==> src/rtl/spi_txn_sched_if.sv <==
// Purpose: bundles the FIFO-pop, SPI-master and read-response signals of the
//          SPI transaction scheduler into one interface.
// Modports:
//   master - scheduler side: drives fifo_rd_en, spi_start/wr/addr/wdata,
//            rsp_valid/rsp_data, busy, timeout_err.
//   slave  - environment side (FIFO, SPI master, response consumer): drives
//            sched_en, fifo_empty, fifo_rd_data, spi_done, spi_rdata, rsp_ready.
`timescale 1ns/1ps
interface spi_txn_sched_if #(
    parameter int DATA_WIDTH     = 41,
    parameter int SPI_ADDR_WIDTH = 8,
    parameter int SPI_DATA_WIDTH = 32
);
    logic                      sched_en;
    logic                      fifo_empty;
    logic                      fifo_rd_en;
    logic [DATA_WIDTH-1:0]     fifo_rd_data;
    logic                      spi_start;
    logic                      spi_wr;
    logic [SPI_ADDR_WIDTH-1:0] spi_addr;
    logic [SPI_DATA_WIDTH-1:0] spi_wdata;
    logic                      spi_done;
    logic [SPI_DATA_WIDTH-1:0] spi_rdata;
    logic                      rsp_valid;
    logic [SPI_DATA_WIDTH-1:0] rsp_data;
    logic                      rsp_ready;
    logic                      busy;
    logic                      timeout_err;

    modport master (
        input  sched_en, fifo_empty, fifo_rd_data, spi_done, spi_rdata, rsp_ready,
        output fifo_rd_en, spi_start, spi_wr, spi_addr, spi_wdata,
               rsp_valid, rsp_data, busy, timeout_err
    );

    modport slave (
        output sched_en, fifo_empty, fifo_rd_data, spi_done, spi_rdata, rsp_ready,
        input  fifo_rd_en, spi_start, spi_wr, spi_addr, spi_wdata,
               rsp_valid, rsp_data, busy, timeout_err
    );
endinterface

==> src/rtl/spi_txn_sched.sv <==
// Purpose: read-side scheduler of the AHB->SPI async FIFO (SPI clock domain).
//          Pops one entry at a time, decodes it into an SPI transaction, runs
//          the start/done handshake with the SPI master, returns read data on
//          a valid/ready port and aborts stalled transactions after
//          TIMEOUT_CYCLES cycles in WAIT.
// Ports:
//   rd_clk  - clock (SPI / read domain)
//   rd_rst  - asynchronous active-high reset
//   bus     - spi_txn_sched_if.master (FIFO pop, SPI master, response, status)
//   txn_count / err_count (16 bit, only with SPI_TXN_SCHED_STATS_EN defined) -
//            saturating counts of accepted spi_done and of timeout aborts.
// Entry layout: [DATA_WIDTH-1] wr flag, then SPI_ADDR_WIDTH address bits,
//               low SPI_DATA_WIDTH bits write data.
`timescale 1ns/1ps
module spi_txn_sched #(
    parameter int DATA_WIDTH     = 41,
    parameter int SPI_ADDR_WIDTH = 8,
    parameter int SPI_DATA_WIDTH = 32,
    parameter int TIMEOUT_CYCLES = 1000,
    parameter int TIMEOUT_W      = 16
) (
    input  logic            rd_clk,
    input  logic            rd_rst,
    spi_txn_sched_if.master bus
`ifdef SPI_TXN_SCHED_STATS_EN
    ,
    output logic [15:0]     txn_count,
    output logic [15:0]     err_count
`endif
);
    typedef enum logic [2:0] {IDLE, LOAD, START, WAIT, RESP} state_t;

    localparam logic [TIMEOUT_W-1:0] TIMER_LAST = TIMEOUT_W'(TIMEOUT_CYCLES - 1);

    state_t                    state_q, state_d;
    logic [TIMEOUT_W-1:0]      timer_q, timer_d;
    logic                      spi_wr_q, spi_wr_d;
    logic [SPI_ADDR_WIDTH-1:0] spi_addr_q, spi_addr_d;
    logic [SPI_DATA_WIDTH-1:0] spi_wdata_q, spi_wdata_d;
    logic                      rsp_valid_q, rsp_valid_d;
    logic [SPI_DATA_WIDTH-1:0] rsp_data_q, rsp_data_d;

    logic pop;
    logic start_pulse;
    logic timeout_pulse;
    logic done_accept;

    always_ff @(posedge rd_clk or posedge rd_rst) begin
        if (rd_rst) begin
            state_q     <= IDLE;
            timer_q     <= '0;
            spi_wr_q    <= 1'b0;
            spi_addr_q  <= '0;
            spi_wdata_q <= '0;
            rsp_valid_q <= 1'b0;
            rsp_data_q  <= '0;
        end else begin
            state_q     <= state_d;
            timer_q     <= timer_d;
            spi_wr_q    <= spi_wr_d;
            spi_addr_q  <= spi_addr_d;
            spi_wdata_q <= spi_wdata_d;
            rsp_valid_q <= rsp_valid_d;
            rsp_data_q  <= rsp_data_d;
        end
    end

    always_comb begin
        state_d       = state_q;
        timer_d       = timer_q;
        spi_wr_d      = spi_wr_q;
        spi_addr_d    = spi_addr_q;
        spi_wdata_d   = spi_wdata_q;
        rsp_valid_d   = rsp_valid_q;
        rsp_data_d    = rsp_data_q;
        pop           = 1'b0;
        start_pulse   = 1'b0;
        timeout_pulse = 1'b0;
        done_accept   = 1'b0;
        case (state_q)
            IDLE: begin
                if (bus.sched_en && !bus.fifo_empty) begin
                    pop     = 1'b1;
                    state_d = LOAD;
                end
            end
            LOAD: begin
                // FIFO data is valid the cycle after the pop strobe.
                spi_wr_d    = bus.fifo_rd_data[DATA_WIDTH-1];
                spi_addr_d  = bus.fifo_rd_data[DATA_WIDTH-2 -: SPI_ADDR_WIDTH];
                spi_wdata_d = bus.fifo_rd_data[SPI_DATA_WIDTH-1:0];
                state_d     = START;
            end
            START: begin
                start_pulse = 1'b1;
                timer_d     = '0;
                state_d     = WAIT;
            end
            WAIT: begin
                timer_d = timer_q + TIMEOUT_W'(1);
                // A done arriving on the last allowed cycle beats the timeout.
                if (bus.spi_done) begin
                    done_accept = 1'b1;
                    if (spi_wr_q) begin
                        state_d = IDLE;
                    end else begin
                        rsp_data_d  = bus.spi_rdata;
                        rsp_valid_d = 1'b1;
                        state_d     = RESP;
                    end
                end else if (timer_q == TIMER_LAST) begin
                    timeout_pulse = 1'b1;
                    state_d       = IDLE;
                end
            end
            RESP: begin
                if (bus.rsp_ready) begin
                    rsp_valid_d = 1'b0;
                    state_d     = IDLE;
                end
            end
            default: state_d = IDLE;
        endcase
    end

    // The pop decision is combinational from IDLE; masking with rd_rst keeps
    // the strobe low while reset is held even if the FIFO has data.
    assign bus.fifo_rd_en  = pop && !rd_rst;
    assign bus.spi_start   = start_pulse;
    assign bus.spi_wr      = spi_wr_q;
    assign bus.spi_addr    = spi_addr_q;
    assign bus.spi_wdata   = spi_wdata_q;
    assign bus.rsp_valid   = rsp_valid_q;
    assign bus.rsp_data    = rsp_data_q;
    assign bus.busy        = (state_q != IDLE);
    assign bus.timeout_err = timeout_pulse;

`ifdef SPI_TXN_SCHED_STATS_EN
    logic [15:0] txn_count_q, txn_count_d;
    logic [15:0] err_count_q, err_count_d;

    always_ff @(posedge rd_clk or posedge rd_rst) begin
        if (rd_rst) begin
            txn_count_q <= '0;
            err_count_q <= '0;
        end else begin
            txn_count_q <= txn_count_d;
            err_count_q <= err_count_d;
        end
    end

    always_comb begin
        txn_count_d = txn_count_q;
        err_count_d = err_count_q;
        if (done_accept && (txn_count_q != 16'hFFFF)) begin
            txn_count_d = txn_count_q + 16'd1;
        end
        if (timeout_pulse && (err_count_q != 16'hFFFF)) begin
            err_count_d = err_count_q + 16'd1;
        end
    end

    assign txn_count = txn_count_q;
    assign err_count = err_count_q;
`endif
endmodule

==> src/flat_wrapper.sv <==
// flat-port wrapper written by rule: the top's interface ports become plain ports
module spi_txn_sched_flat 
#(
    parameter int DATA_WIDTH     = 41,
    parameter int SPI_ADDR_WIDTH = 8,
    parameter int SPI_DATA_WIDTH = 32,
    parameter int TIMEOUT_CYCLES = 1000,
    parameter int TIMEOUT_W      = 16
)
  (rd_clk, rd_rst, bus_sched_en, bus_fifo_empty, bus_fifo_rd_data, bus_spi_done, bus_spi_rdata, bus_rsp_ready, bus_fifo_rd_en, bus_spi_start, bus_spi_wr, bus_spi_addr, bus_spi_wdata, bus_rsp_valid, bus_rsp_data, bus_busy, bus_timeout_err);
  spi_txn_sched_if #(.DATA_WIDTH(DATA_WIDTH), .SPI_ADDR_WIDTH(SPI_ADDR_WIDTH), .SPI_DATA_WIDTH(SPI_DATA_WIDTH)) bus_i ();
  input  logic rd_clk;
  input  logic rd_rst;
  input wire logic [$bits(bus_i.sched_en)-1:0] bus_sched_en;
  input wire logic [$bits(bus_i.fifo_empty)-1:0] bus_fifo_empty;
  input wire logic [$bits(bus_i.fifo_rd_data)-1:0] bus_fifo_rd_data;
  input wire logic [$bits(bus_i.spi_done)-1:0] bus_spi_done;
  input wire logic [$bits(bus_i.spi_rdata)-1:0] bus_spi_rdata;
  input wire logic [$bits(bus_i.rsp_ready)-1:0] bus_rsp_ready;
  output wire logic [$bits(bus_i.fifo_rd_en)-1:0] bus_fifo_rd_en;
  output wire logic [$bits(bus_i.spi_start)-1:0] bus_spi_start;
  output wire logic [$bits(bus_i.spi_wr)-1:0] bus_spi_wr;
  output wire logic [$bits(bus_i.spi_addr)-1:0] bus_spi_addr;
  output wire logic [$bits(bus_i.spi_wdata)-1:0] bus_spi_wdata;
  output wire logic [$bits(bus_i.rsp_valid)-1:0] bus_rsp_valid;
  output wire logic [$bits(bus_i.rsp_data)-1:0] bus_rsp_data;
  output wire logic [$bits(bus_i.busy)-1:0] bus_busy;
  output wire logic [$bits(bus_i.timeout_err)-1:0] bus_timeout_err;
  assign bus_i.sched_en = bus_sched_en;
  assign bus_i.fifo_empty = bus_fifo_empty;
  assign bus_i.fifo_rd_data = bus_fifo_rd_data;
  assign bus_i.spi_done = bus_spi_done;
  assign bus_i.spi_rdata = bus_spi_rdata;
  assign bus_i.rsp_ready = bus_rsp_ready;
  assign bus_fifo_rd_en = bus_i.fifo_rd_en;
  assign bus_spi_start = bus_i.spi_start;
  assign bus_spi_wr = bus_i.spi_wr;
  assign bus_spi_addr = bus_i.spi_addr;
  assign bus_spi_wdata = bus_i.spi_wdata;
  assign bus_rsp_valid = bus_i.rsp_valid;
  assign bus_rsp_data = bus_i.rsp_data;
  assign bus_busy = bus_i.busy;
  assign bus_timeout_err = bus_i.timeout_err;
  spi_txn_sched #(.DATA_WIDTH(DATA_WIDTH), .SPI_ADDR_WIDTH(SPI_ADDR_WIDTH), .SPI_DATA_WIDTH(SPI_DATA_WIDTH), .TIMEOUT_CYCLES(TIMEOUT_CYCLES), .TIMEOUT_W(TIMEOUT_W)) u_core (.rd_clk(rd_clk), .rd_rst(rd_rst), .bus(bus_i));
endmodule
==> config.mk <==
export PLATFORM = sky130hd
export DESIGN_NAME = spi_txn_sched_flat
export DESIGN_NICKNAME = d
export VERILOG_FILES = /design/src/rtl/spi_txn_sched_if.sv /design/src/rtl/spi_txn_sched.sv /design/src/flat_wrapper.sv
export SDC_FILE = /design/constraint.sdc
export NUM_CORES = 1
export LEC_CHECK = 0
export ABC_AREA = 1
export CAP_MARGIN = 10
export CORE_MARGIN = 2
export CORE_UTILIZATION = 47
export DETAILED_ROUTE_END_ITERATION = 10
export PLACE_DENSITY = 0.85
export SETUP_SLACK_MARGIN = 0.1
export SLEW_MARGIN = 40
export SYNTH_ARGS = -nofsm -noshare
export SYNTH_HDL_FRONTEND = slang
export SYNTH_SLANG_ARGS = --single-unit
==> constraint.sdc <==
create_clock -name rd_clk -period 4.4 [get_ports rd_clk]
set_input_delay 0.44 -clock rd_clk [delete_from_list [all_inputs] [get_ports rd_clk]]
set_output_delay 0.44 -clock rd_clk [all_outputs]
set_load 0.02 [all_outputs]
; ---- After elaboration in Yosys (flattened, before gate mapping)
; Index checks and enable logic that the tools add are counted.
[totals]
out_inout_bits = 78
inputBits = 79
reg_bits = 93
word_cells = 47
[classes]
mux = 17
bitwise = 1
n_reduce_logical = 11
n_addsub = 1
n_eq_ne = 10
[op_table]
columns = op, count
row1 = $pmux W16 S2, 1
row2 = $add A16 B1 Y16 const B, 1
row3 = $eq A16 B10 Y1 const B, 1
row4 = $mux W3, 5
row5 = $pmux W3 S5, 1
row6 = $mux W1, 9
row7 = $eq A3 B2 Y1 const B, 2
row8 = $ne A2 B2 Y1 const B, 3
row9 = $reduce_and A3 Y1, 2
row10 = $reduce_and A4 Y1, 1
row11 = $reduce_bool A2 Y1, 2
row12 = $eq A3 B1 Y1 const B, 1
row13 = $eq A3 B3 Y1 const B, 1
row14 = $logic_not A3 Y1, 1
row15 = $ne A3 B2 Y1 const B, 1
row16 = $reduce_bool A3 Y1, 1
row17 = $logic_and A1 B1 Y1, 2
row18 = $logic_not A1 Y1, 2
row19 = $ne A2 B1 Y1 const B, 1
row20 = $pmux W1 S2, 1
row21 = $not A1 Y1, 1

; ---- Logic depth before layout (Yosys ltp)
; Gate-level depths: netlist of the first run.
[logic_depth]
word_depth = 5
depth_mapped = 9
depth_no_buf = 9

; ---- Worst setup path after synthesis of the first run
; No wires, ideal clock.
[synth_path]
kind = reg-to-output
startpoint = register u_core.timer_q[1]
endpoint = output bus_timeout_err
n_path_buf = 0
path_stages_with_launch = 6
t_required_ns = 3.960
arrival_ns = 1.349
slack_ns = 2.611
path_cell_list = dfrtp_1 ha_1 nand2_1 inv_1 nand4_1 nor3b_1
[synth_via]
elab_chain_cells = 4
[synth_rtl]
columns = item, line_no
row1 = from (decl), spi_txn_sched.sv:36  ; logic [TIMEOUT_W-1:0] timer_q, timer_d;
row2 = from (signal assigned), spi_txn_sched.sv:59  ; timer_q <= timer_d;
row3 = $eq A16 B10 Y1, spi_txn_sched.sv:111  ; end else if (timer_q == TIMER_LAST) begin
row4 = $mux W1, spi_txn_sched.sv:111
row5 = $mux W1, spi_txn_sched.sv:102  ; if (bus.spi_done) begin
row6 = $mux W1, spi_txn_sched.sv:80  ; case (state_q)
row7 = to (decl), flat_wrapper.sv:28  ; output wire logic [$bits(bus_i.timeout_err)-1:0] bus_timeout_err;
; No other way between the ends.

; ---- Worst setup path after layout of the first run
; Same ends and word-level chain as after synthesis.

==> out/summary.json, run 1 <==
{
  "synthesis": {
    "ys_ff_latch": 93,
    "synth_cell_types": 29,
    "seq_area_frac_synth": 0.574,
    "number_of_synthesis_warnings": 0,
    "synth_area_per_cell_um2": 10.1,
    "synth_cells": 402,
    "synth_nets": 482,
    "post_synthesis_instance_area_mm2": 0.00406
  },
  "place": {
    "number_of_i_o_port_buffers": 156,
    "placement.setup.worst_slack_ns": 2.05,
    "cells_after_dpl": 651,
    "gp_congestion": 0.949,
    "hpwl_um": 7400
  },
  "die": {
    "initial_utilization": 0.489,
    "ios": 157,
    "dieHeight_um": 96.9,
    "dieArea_mm2": 0.00939,
    "die_width_um": 96.9,
    "placement_rows": 33,
    "floorplan.core_area_mm2": 0.00830
  },
  "pwr": {
    "power.static_leakage_nw": 2.65,
    "ir_drop_uv": 413,
    "total_power_after_layout_mw": 3.90,
    "p_per_area_mw_per_mm2": 669
  },
  "layout": {
    "final_layout_size_suffix_gt1_frac": 0.123,
    "finish.net_count": 637,
    "syn_to_final_growth_pct": 43.7,
    "antennaDiodeCount": 0,
    "fillerInstances": 640,
    "layout.cells.non_filler": 666
  },
  "drt": {
    "route.detailed.drc": 0,
    "drt-total-wl_um": 10200,
    "via_count": 3430,
    "drt-wirelength-per-cell_um": 15.3,
    "drt_pass1_iterations": 4,
    "drt-vias-per-instance": 5.15,
    "detail-route-antenna-nets": 0,
    "detailedRoute.firstIterationViolations": 117
  },
  "grt": {
    "grt_pass1_wl_um": 17100,
    "groute.usage.overall": 0.222,
    "vias_in_the_first_global_route": 3480,
    "overflow": 0,
    "antenna_violations_before_repair": 0,
    "grt_max_degree": 50
  },
  "worst_hold_path": {
    "hold_path.class": "register to register"
  },
  "clock_network": {
    "holdBufCountCts": 0,
    "worst_setup_hold_path_clk_slew_ns": 0.09,
    "cts_setup_buffers": 0,
    "clockBufferDepth": 2,
    "htree_num_levels": 3,
    "root_buffer": "sky130_fd_sc_hd__clkbuf_8",
    "tritoncts_clock_tree": "yes",
    "cts_sinks": 93,
    "clkLatencyLatePin_ns": 0.35,
    "cts_made_buffers": 9,
    "ctsResizeCount": 0
  },
  "worst_setup_path": {
    "required_ns": 3.96,
    "crit_path_end_kind": "output pin",
    "critPathKind": "register to output pin",
    "worst-path-max-fanout": 5,
    "worst-endpoint-arrival_ns": 2.34,
    "crit_path_start_kind": "register"
  },
  "sta": {
    "worst_pin_slew_ns": 0.620,
    "finalWorstSetupSlack_ns": 1.62,
    "setup-violations-final": 0,
    "pins_over_their_slew_limit": 0,
    "finalCriticalPeriod_ns": 2.78,
    "timing.max_slew.rel_slack": 0.587,
    "final_clock_period_utilization_by_the_worst_path": 0.633,
    "final.hold.worst_slack_ns": 0.473,
    "unrepaired_setup_endpoints_after_global_routing": "no",
    "fmaxAchievable_mhz": 359,
    "setup_tns_ns": 0,
    "finalHoldViolCount": 0,
    "finClkSkew_ns": 0.00664
  },
  "job": {
    "reported_max_cap_violation_count": 0
  },
  "run_status": {
    "run_status": "finished clean"
  }
}
==> cells by family after synthesis <==
group                      synth area share
AOI/OAI and AO/OA                    0.0265
adders and majority gates           0.00308
buffers and inverters                0.0558
DFF                                   0.574
muxes                                 0.114
and+or+nand+nor                       0.227
==> final timing paths <==
kind	start	slack, ns	cells past startpoint	end
min in group asynchronous	rd_rst	0.56	2	u_core.bus.spi_wdata[6]$_DFFE_PP0P_
setup reg to reg	u_core.state_q[2]$_DFFE_PP0P_	2.58	6	u_core.bus.rsp_data[21]$_DFFE_PP0P_
max in group asynchronous	rd_rst	3.05	3	u_core.bus.rsp_data[15]$_DFFE_PP0P_
hold reg to reg	u_core.bus.rsp_data[3]$_DFFE_PP0P_	0.47	2	u_core.bus.rsp_data[3]$_DFFE_PP0P_
hold / removal	u_core.bus.rsp_data[3]$_DFFE_PP0P_	0.47	2	u_core.bus.rsp_data[3]$_DFFE_PP0P_
setup / recovery	u_core.timer_q[1]$_DFFE_PP0P_	1.62	6	bus_timeout_err
==> per-layer routing <==
layer / global-route usage / part of all wire / vias up
met3: 0.0520 / 0.067 / 18
li1: - / - / 1622
met2: 0.372 / 0.49 / 138
met4: 0.0823 / 0.021 / 0
met5: 0 / 0 / -
met1: 0.282 / 0.42 / 1652
==> cell usage after synthesis (all sizes together) <==
master | n | area [um2]
nand2 | 115 | 439
dfrtp | 93 | 2330
nand3 | 47 | 258
mux2 | 41 | 462
nor2 | 28 | 131
inv | 27 | 101
buf | 12 | 114
o21ai | 11 | 55.1
nand4 | 9 | 56.3
a21oi | 6 | 30.0
clkbuf | 3 | 11.3
nor3 | 3 | 15.0
a22o | 1 | 8.76
and2 | 1 | 6.26
ha | 1 | 12.5
nand3b | 1 | 7.51
nor3b | 1 | 7.51
o22ai | 1 | 6.26
o31ai | 1 | 7.51
==> where the power goes <==
part	switching [mW]	internal, mW
combinational	1.00	0.965
sequential	0.209	1.21
clock	0.298	0.219
==> layout make-up <==
type	instances	area (um2)	area share
clock buffers	10	138	0.0236
clock inverters	5	36.3	0.00622
flip-flops and latches	93	2330	0.399
inverters	27	104	0.0178
well taps	105	131	0.0225
multi-input cells	267	1510	0.259
repair buffers	159	1580	0.272
==> stage by stage <==
step,util,area (um2)
3_3_place_gp,0.681,5650
6_report,0.703,5830
5_1_grt,0.703,5830
2_1_floorplan,-,4060
4_1_cts,0.702,5830
3_5_place_dp,0.681,5660
==> sequential cells by signal, summed over array words and instances (netlist names) <==
register	count
u_core.state_q	3
u_core.bus.spi_wdata	32
u_core.timer_q	16
u_core.bus.spi_addr	8
u_core.bus.spi_wr	1
u_core.bus.rsp_data	32
u_core.bus.rsp_valid	1
==> placed cells by master (no fill, tap or decap), drive strengths merged <==
| cell type | Yosys | final |
|---|---|---|
| nand2 | 115 | 115 |
| buf | 12 | 3 |
| nor3 | 3 | 3 |
| ha | 1 | 1 |
| clkdlybuf4s50 | 0 | 156 |
| nand3b | 1 | 1 |
| inv | 27 | 28 |
| nand4 | 9 | 9 |
| o21ai | 11 | 11 |
| clkinv | 0 | 1 |
| nor3b | 1 | 1 |
| nand3 | 47 | 47 |
| dfrtp | 93 | 93 |
| o31ai | 1 | 1 |
| mux2 | 41 | 41 |
| a22o | 1 | 1 |
| and2 | 1 | 1 |
| clkbuf | 3 | 10 |
| nor2 | 28 | 28 |
| a21oi | 6 | 6 |
| o22ai | 1 | 1 |
| clkinvlp | 0 | 3 |
==> worst max-delay path, stage by stage (launching register included) <==
cell and delay (ns):
sky130_fd_sc_hd__dfrtp_1 0.41, sky130_fd_sc_hd__ha_1 0.21, sky130_fd_sc_hd__nand2_1 0.13, sky130_fd_sc_hd__inv_1 0.10, sky130_fd_sc_hd__nand4_1 0.11, sky130_fd_sc_hd__nor3b_1 0.35
sky130_fd_sc_hd__clkdlybuf4s50_1 0.68
Power figures use the tool's default switching activity.
==> run 2, diff against run 1 <==
Settings changed: CORE_UTILIZATION 47 to 44, PLACE_DENSITY 0.85 to 0.8.
Clock period 4.4 ns to 2.7 ns, I/O delays scaled along.
==> out/summary.json, run 2 (synthesis gave the netlist of run 1 again) <==
{
  "run_status": {
    "run_status": {"value": "finished clean", "change": "unchanged"}
  },
  "clock_network": {
    "holdBufCountCts": {"value": 0, "change": "unchanged"},
    "ctsResizeCount": {"value": 0, "change": "unchanged"},
    "cts_sinks": {"value": 93, "change": "unchanged"},
    "cts_made_buffers": {"value": 9, "change": "unchanged"},
    "clkLatencyLatePin": {"value": 0.36, "unit": "ns", "change": "was 0.35 ns"},
    "worst_setup_hold_path_clk_slew": {"value": 0.10, "unit": "ns", "change": "was 0.09 ns"},
    "root_buffer": {"value": "sky130_fd_sc_hd__clkbuf_8", "change": "unchanged"},
    "clockBufferDepth": {"value": 2, "change": "unchanged"},
    "htree_num_levels": {"value": 3, "change": "unchanged"},
    "cts_setup_buffers": {"value": 0, "change": "unchanged"},
    "tritoncts_clock_tree": {"value": "yes", "change": "unchanged"}
  },
  "pwr": {
    "swShare": {"value": 0.377, "change": "was 0.387"},
    "switchingPower": {"value": 2.47, "unit": "mW", "change": "was 1.51 mW"},
    "power.static_leakage": {"value": 2.68, "unit": "nW", "change": "was 2.65 nW"},
    "total_power_after_layout": {"value": 6.55, "unit": "mW", "change": "was 3.90 mW"},
    "internal-power": {"value": 4.08, "unit": "mW", "change": "was 2.39 mW"},
    "p_clk_frac": {"value": 0.157, "change": "was 0.132"},
    "p_per_area": {"value": 1110, "unit": "mW/mm2", "change": "was 669 mW/mm2"},
    "sequentialPowerShare": {"value": 0.352, "change": "was 0.363"},
    "ir_drop": {"value": 662, "unit": "uV", "change": "was 413 uV"},
    "share_comb_of_total_power": {"value": 0.491, "change": "was 0.504"}
  },
  "sta": {
    "setup-violations-final": {"value": 0, "change": "unchanged"},
    "finClkSkew": {"value": 0.0185, "unit": "ns", "change": "was 0.00664 ns"},
    "fmaxAchievable_mhz": 406,
    "worst_pin_slew": {"value": 0.625, "unit": "ns", "change": "was 0.620 ns"},
    "unrepaired_setup_endpoints_after_global_routing": {"value": "no", "change": "unchanged"},
    "timing.max_slew.rel_slack": {"value": 0.583, "change": "was 0.587"},
    "setup_tns": {"value": 0, "unit": "ns", "change": "unchanged"},
    "finalHoldViolCount": {"value": 0, "change": "unchanged"},
    "final_clock_period_utilization_by_the_worst_path": 0.912,
    "finalCriticalPeriod_ns": 2.46,
    "pins_over_their_slew_limit": {"value": 0, "change": "unchanged"}
  },
  "grt": {
    "overflow": {"value": 0, "change": "unchanged"},
    "grt.met3_usage": {"value": 0.0759, "change": "was 0.0520"},
    "groute.usage.overall": {"value": 0.206, "change": "was 0.222"},
    "grt_max_degree": {"value": 47, "change": "was 50"},
    "vias_in_the_first_global_route": {"value": 3542, "change": "was 3480"},
    "global_route.usage.met2": {"value": 0.348, "change": "was 0.372"},
    "grt_pass1_wl": {"value": 16400, "unit": "um", "change": "was 17100 um"},
    "most_crowded_layer_gr": {"value": "met2", "change": "unchanged"},
    "grt.met1_usage": {"value": 0.245, "change": "was 0.282"},
    "antenna_violations_before_repair": {"value": 0, "change": "unchanged"}
  },
  "worst_setup_path": {
    "worst-path-max-fanout": {"value": 5, "change": "unchanged"},
    "crit_path_end_kind": {"value": "output pin", "change": "unchanged"},
    "required": {"value": 2.43, "unit": "ns", "change": "was 3.96 ns"},
    "worst-r2r-setup-slack": {"value": 0.90, "unit": "ns", "change": "was 2.58 ns"},
    "crit_path_start_kind": {"value": "register", "change": "unchanged"},
    "worst-endpoint-arrival": {"value": 2.19, "unit": "ns", "change": "was 2.34 ns"},
    "critPathKind": {"value": "register to output pin", "change": "unchanged"}
  },
  "place": {
    "gp_congestion": {"value": 0.930, "change": "was 0.949"},
    "hpwl": {"value": 7450, "unit": "um", "change": "was 7400 um"},
    "dpl-instance-area": {"value": 0.00569, "unit": "mm2", "change": "was 0.00566 mm2"},
    "cells_after_dpl": {"value": 659, "change": "was 651"},
    "number_of_i_o_port_buffers": {"value": 156, "change": "unchanged"}
  },
  "drt": {
    "route.detailed.drc": {"value": 0, "change": "unchanged"},
    "detail-route-antenna-nets": {"value": 0, "change": "unchanged"},
    "detailedRoute.firstIterationViolations": {"value": 108, "change": "was 117"},
    "drt-total-wl": {"value": 10200, "unit": "um", "change": "about the same"},
    "drt-wirelength-per-cell": {"value": 15.0, "unit": "um", "change": "was 15.3 um"},
    "drt-vias-per-instance": {"value": 5.11, "change": "was 5.15"},
    "via_count": {"value": 3451, "change": "was 3430"},
    "drt_pass1_iterations": {"value": 5, "change": "was 4"}
  },
  "die": {
    "dieHeight": {"value": 100, "unit": "um", "change": "was 96.9 um"},
    "ios": {"value": 157, "change": "unchanged"},
    "initial_utilization": {"value": 0.445, "change": "was 0.489"},
    "dieArea": {"value": 0.0100, "unit": "mm2", "change": "was 0.00939 mm2"},
    "placement_rows": {"value": 35, "change": "was 33"},
    "floorplan.core_area": {"value": 0.00911, "unit": "mm2", "change": "was 0.00830 mm2"},
    "die_width": {"value": 100, "unit": "um", "change": "was 96.9 um"}
  },
  "layout": {
    "mostFrequentLayoutCells": {"value": "156 x sky130_fd_sc_hd__clkdlybuf4s50_1, 114 x sky130_fd_sc_hd__nand2_1, 93 x sky130_fd_sc_hd__dfrtp_1", "change": "unchanged"},
    "antennaDiodeCount": {"value": 0, "change": "unchanged"},
    "final_util": {"value": 0.649, "change": "was 0.703"},
    "design_area": {"value": 0.00591, "unit": "mm2", "change": "was 0.00583 mm2"},
    "finish.net_count": {"value": 639, "change": "was 637"},
    "layout.cells.most_common": {"value": "sky130_fd_sc_hd__clkdlybuf4s50_1", "change": "unchanged"},
    "syn_to_final_growth": {"value": 45.7, "unit": "%", "change": "was 43.7%"},
    "fillerInstances": {"value": 753, "change": "was 640"},
    "final_layout_size_suffix_gt1_frac": {"value": 0.128, "change": "was 0.123"},
    "layout.cells.non_filler": {"value": 675, "change": "was 666"}
  },
  "job": {
    "reported_max_cap_violation_count": {"value": 0, "change": "unchanged"}
  },
  "worst_hold_path": {
    "hold_path.class": {"value": "input port to async pin", "change": "was register to register"}
  }
}
run 2: changes by cell type in the layout (fill, tap and decap cells not counted):
| cell | delta |
|---|---|
| sky130_fd_sc_hd__buf_12 | +1 |
| sky130_fd_sc_hd__buf_4 | +1 |
| sky130_fd_sc_hd__bufinv_16 | +2 |
| sky130_fd_sc_hd__clkbuf_8 | -1 |
| sky130_fd_sc_hd__clkinv_4 | +2 |
| sky130_fd_sc_hd__clkinvlp_4 | -1 |
| sky130_fd_sc_hd__inv_4 | -1 |
| sky130_fd_sc_hd__nand3_2 | +1 |
| sky130_fd_sc_hd__nand3_4 | -1 |
run 2: final timing paths:
kind	startpoint	to	cells after the start
max	u_core.timer_q[1]$_DFFE_PP0P_	bus_timeout_err	6
min	rd_rst	u_core.bus.spi_wdata[29]$_DFFE_PP0P_	2
max reg2reg	u_core.state_q[2]$_DFFE_PP0P_	u_core.bus.rsp_data[9]$_DFFE_PP0P_	6
min reg2reg	u_core.bus.rsp_data[15]$_DFFE_PP0P_	u_core.bus.rsp_data[15]$_DFFE_PP0P_	2
max in group asynchronous	rd_rst	u_core.bus.spi_wdata[17]$_DFFE_PP0P_	3
min in group rd_clk	bus_spi_rdata[13]	u_core.bus.rsp_data[13]$_DFFE_PP0P_	3
run 2: metal layers:
layer  part of all wire  vias up
li1                   -     1628
met3              0.087       13
met4              0.020        0
met5                  0        -
met1               0.38     1651
met2               0.51      159
run 2: cell type report:
type,count,area (um2),share of cell area
flip-flops and latches,93,2330,0.394
repair buffers,161,1610,0.273
multi-input cells,267,1500,0.254
well taps,111,139,0.0235
clock buffers,9,124,0.0210
inverters,27,105,0.0178
clock inverters,7,98.8,0.0167
run 2: critical path: stages (launching register included):
cell and delay (ns):
sky130_fd_sc_hd__dfrtp_1 0.40, sky130_fd_sc_hd__ha_1 0.20, sky130_fd_sc_hd__nand2_1 0.13, sky130_fd_sc_hd__inv_1 0.12, sky130_fd_sc_hd__nand4_1 0.09, sky130_fd_sc_hd__nor3b_1 0.26
sky130_fd_sc_hd__clkdlybuf4s50_1 0.65
run 2: per-stage QoR:
stage	setup WS (ns)	hold slack (ns)
after floorplan	1.08	0.356
after global placement	0.653	0.454
after detailed placement	0.618	0.457
after CTS	0.214	0.377
after global routing	0.107	0.401
final	0.238	0.372
run 2: power by group through the flow:
stage | combinational, mW | sequential (mW) | clock [mW]
after floorplan | 1.16 | 2.97 | 0
after global placement | 3.18 | 2.29 | 0
after detailed placement | 3.25 | 2.34 | 0
after CTS | 3.27 | 2.31 | 1.06
after global routing | 3.45 | 2.38 | 1.12
final | 3.22 | 2.30 | 1.03
==> run 3, diff against run 2 <==
Settings changed: RECOVER_POWER set to 50, SLEW_MARGIN 40 to 20.
==> out/summary.json, run 3 (synthesis gave the netlist of run 1 again) <==
{
  "layout": {
    "finish.net_count": {"value": 639, "change": "unchanged"},
    "mostFrequentLayoutCells": {"value": "141 x sky130_fd_sc_hd__clkdlybuf4s50_1, 114 x sky130_fd_sc_hd__nand2_1, 93 x sky130_fd_sc_hd__dfrtp_1", "change": "was 156 x sky130_fd_sc_hd__clkdlybuf4s50_1, 114 x sky130_fd_sc_hd__nand2_1, 93 x sky130_fd_sc_hd__dfrtp_1"},
    "antennaDiodeCount": {"value": 0, "change": "unchanged"},
    "final_layout_size_suffix_gt1_frac": {"value": 0.117, "change": "was 0.128"},
    "layout.cells.most_common": {"value": "sky130_fd_sc_hd__clkdlybuf4s50_1", "change": "unchanged"},
    "final_util": {"value": 0.646, "change": "was 0.649"},
    "fillerInstances": {"value": 760, "change": "was 753"},
    "syn_to_final_growth": {"value": 45.0, "unit": "%", "change": "was 45.7%"}
  },
  "clock_network": {
    "tritoncts_clock_tree": {"value": "yes", "change": "unchanged"},
    "worst_setup_hold_path_clk_slew": {"value": 0.09, "unit": "ns", "change": "was 0.10 ns"},
    "holdBufCountCts": {"value": 0, "change": "unchanged"},
    "htree_num_levels": {"value": 3, "change": "unchanged"},
    "cts_sinks": {"value": 93, "change": "unchanged"},
    "ctsResizeCount": {"value": 0, "change": "unchanged"},
    "clockBufferDepth": {"value": 2, "change": "unchanged"},
    "cts_setup_buffers": {"value": 0, "change": "unchanged"},
    "cts_made_buffers": {"value": 9, "change": "unchanged"},
    "root_buffer": {"value": "sky130_fd_sc_hd__clkbuf_8", "change": "unchanged"},
    "clkLatencyLatePin": {"value": 0.35, "unit": "ns", "change": "was 0.36 ns"}
  },
  "drt": {
    "detailedRoute.firstIterationViolations": {"value": 129, "change": "was 108"},
    "detail-route-antenna-nets": {"value": 0, "change": "unchanged"},
    "drt-wirelength-per-cell": {"value": 15.0, "unit": "um", "change": "about the same"},
    "via_count": {"value": 3462, "change": "was 3451"},
    "drt_pass1_iterations": {"value": 6, "change": "was 5"},
    "drt-total-wl": {"value": 10100, "unit": "um", "change": "was 10200 um"},
    "route.detailed.drc": {"value": 0, "change": "unchanged"},
    "drt-vias-per-instance": {"value": 5.13, "change": "was 5.11"}
  },
  "worst_setup_path": {
    "critPathKind": {"value": "register to output pin", "change": "unchanged"},
    "worst-path-max-fanout": {"value": 5, "change": "unchanged"},
    "required": {"value": 2.43, "unit": "ns", "change": "about the same"},
    "crit_path_end_kind": {"value": "output pin", "change": "unchanged"},
    "crit_path_start_kind": {"value": "register", "change": "unchanged"},
    "peak_per_stage_delay_on_the_critical_path": {"value": 0.65, "unit": "ns", "change": "about the same"},
    "worst-endpoint-arrival": {"value": 2.18, "unit": "ns", "change": "was 2.19 ns"},
    "cp_cell_sequence": {"value": "ha_1 > nand2_1 > inv_1 > nand4_1 > nor3b_1 > clkdlybuf4s50_1", "change": "unchanged"},
    "crit_slowest_cell": {"value": "sky130_fd_sc_hd__clkdlybuf4s50_1", "change": "unchanged"}
  },
  "grt": {
    "grt_pass1_wl": {"value": 16400, "unit": "um", "change": "unchanged"},
    "grt_max_degree": {"value": 47, "change": "unchanged"},
    "vias_in_the_first_global_route": {"value": 3542, "change": "unchanged"},
    "overflow": {"value": 0, "change": "unchanged"},
    "groute.usage.overall": {"value": 0.206, "change": "unchanged"},
    "antenna_violations_before_repair": {"value": 0, "change": "unchanged"}
  },
  "place": {
    "gp_congestion": {"value": 0.930, "change": "unchanged"},
    "number_of_i_o_port_buffers": {"value": 156, "change": "unchanged"},
    "hpwl": {"value": 7450, "unit": "um", "change": "unchanged"}
  },
  "sta": {
    "finalCriticalPeriod": {"value": 2.45, "unit": "ns", "change": "was 2.46 ns"},
    "fmaxAchievable": {"value": 408, "unit": "MHz", "change": "was 406 MHz"},
    "final_clock_period_utilization_by_the_worst_path": {"value": 0.909, "change": "was 0.912"},
    "setup-violations-final": {"value": 0, "change": "unchanged"},
    "final.hold.worst_slack": {"value": 0.468, "unit": "ns", "change": "was 0.372 ns"},
    "timing.max_slew.rel_slack": {"value": 0.149, "change": "was 0.583"},
    "pins_over_their_slew_limit": {"value": 0, "change": "unchanged"},
    "unrepaired_setup_endpoints_after_global_routing": {"value": "no", "change": "unchanged"},
    "finalHoldViolCount": {"value": 0, "change": "unchanged"},
    "worst_pin_slew": {"value": 1.27, "unit": "ns", "change": "was 0.625 ns"},
    "finClkSkew": {"value": 0.0134, "unit": "ns", "change": "was 0.0185 ns"},
    "setup_tns": {"value": 0, "unit": "ns", "change": "unchanged"}
  },
  "die": {
    "initial_utilization": {"value": 0.445, "change": "unchanged"},
    "ios": {"value": 157, "change": "unchanged"},
    "dieHeight": {"value": 100, "unit": "um", "change": "unchanged"},
    "floorplan.core_area": {"value": 0.00911, "unit": "mm2", "change": "unchanged"},
    "placement_rows": {"value": 35, "change": "unchanged"},
    "dieArea": {"value": 0.0100, "unit": "mm2", "change": "unchanged"},
    "die_width": {"value": 100, "unit": "um", "change": "unchanged"}
  },
  "pwr": {
    "ir_drop": {"value": 660, "unit": "uV", "change": "was 662 uV"},
    "power.static_leakage": {"value": 2.69, "unit": "nW", "change": "was 2.68 nW"},
    "p_per_area": {"value": 1100, "unit": "mW/mm2", "change": "was 1110 mW/mm2"},
    "total_power_after_layout": {"value": 6.49, "unit": "mW", "change": "was 6.55 mW"}
  },
  "worst_hold_path": {
    "hold_path.class": {"value": "input port to register", "change": "was input port to async pin"}
  },
  "job": {
    "reported_max_cap_violation_count": {"value": 0, "change": "unchanged"}
  },
  "run_status": {
    "run_status": {"value": "finished clean", "change": "unchanged"}
  }
}
==> run 3: changes by cell type in the layout (fill, tap and decap cells not counted), moves of 2 or more <==
cell,delta
sky130_fd_sc_hd__nor2_1,+2
sky130_fd_sc_hd__dlygate4sd3_1,+15
sky130_fd_sc_hd__inv_1,+2
sky130_fd_sc_hd__nand3_1,+2
sky130_fd_sc_hd__clkdlybuf4s50_1,-15
sky130_fd_sc_hd__inv_2,-2
sky130_fd_sc_hd__nand3_2,-2
==> run 3: final timing paths <==
| check | start | cells past startpoint | endpoint | slack [ns] |
|---|---|---|---|---|
| hold / removal | bus_spi_rdata[13] | 3 | u_core.bus.rsp_data[13]$_DFFE_PP0P_ | 0.47 |
| hold reg to reg | u_core.bus.rsp_data[15]$_DFFE_PP0P_ | 2 | u_core.bus.rsp_data[15]$_DFFE_PP0P_ | 0.48 |
| setup / recovery | u_core.timer_q[1]$_DFFE_PP0P_ | 6 | bus_timeout_err | 0.25 |
| min in group asynchronous | rd_rst | 2 | u_core.bus.spi_wdata[29]$_DFFE_PP0P_ | 0.66 |
| max in group asynchronous | rd_rst | 3 | u_core.bus.spi_wdata[17]$_DFFE_PP0P_ | 0.95 |
| setup reg to reg | u_core.state_q[1]$_DFFE_PP0P_ | 6 | u_core.timer_q[10]$_DFFE_PP0P_ | 0.80 |
==> run 3: through the flow <==
step | instances | area [um2] | worst slack, ns
floorplan | 402 | 4060 | 1.08
global placement | 659 | 5690 | 0.653
detailed placement | 659 | 5690 | 0.618
CTS | 675 | 5910 | 0.214
global route | 675 | 5880 | 0.107
finish | 675 | 5880 | 0.246
==> run 3: worst max-delay path, delay by kind of cell (launching register included) <==
family | cells | cell delay, ns
buffers and inverters | 2 | 0.77
and+or+nand+nor | 3 | 0.47
DFF | 1 | 0.40
adders and majority gates | 1 | 0.20
==> run 3: final cells by class <==
class	count	area, um2	area share
inverters	27	103	0.0174
repair buffers	161	1610	0.274
flip-flops and latches	93	2330	0.396
well taps	111	139	0.0236
clock inverters	7	98.8	0.0168
multi-input cells	267	1480	0.252
clock buffers	9	124	0.0211
==> run 3: where the power goes <==
group	switching (mW)	internal [mW]	total (mW)
logic	1.62	1.54	3.16
clock network	0.500	0.527	1.03
registers	0.327	1.97	2.30
==> run 3: layer usage <==
layer	part of all wire	track usage	up-vias
met2	0.51	0.348	154
met1	0.39	0.245	1662
met4	0.022	0.0717	0
li1	-	-	1628
met3	0.085	0.0759	18
met5	0	0	-
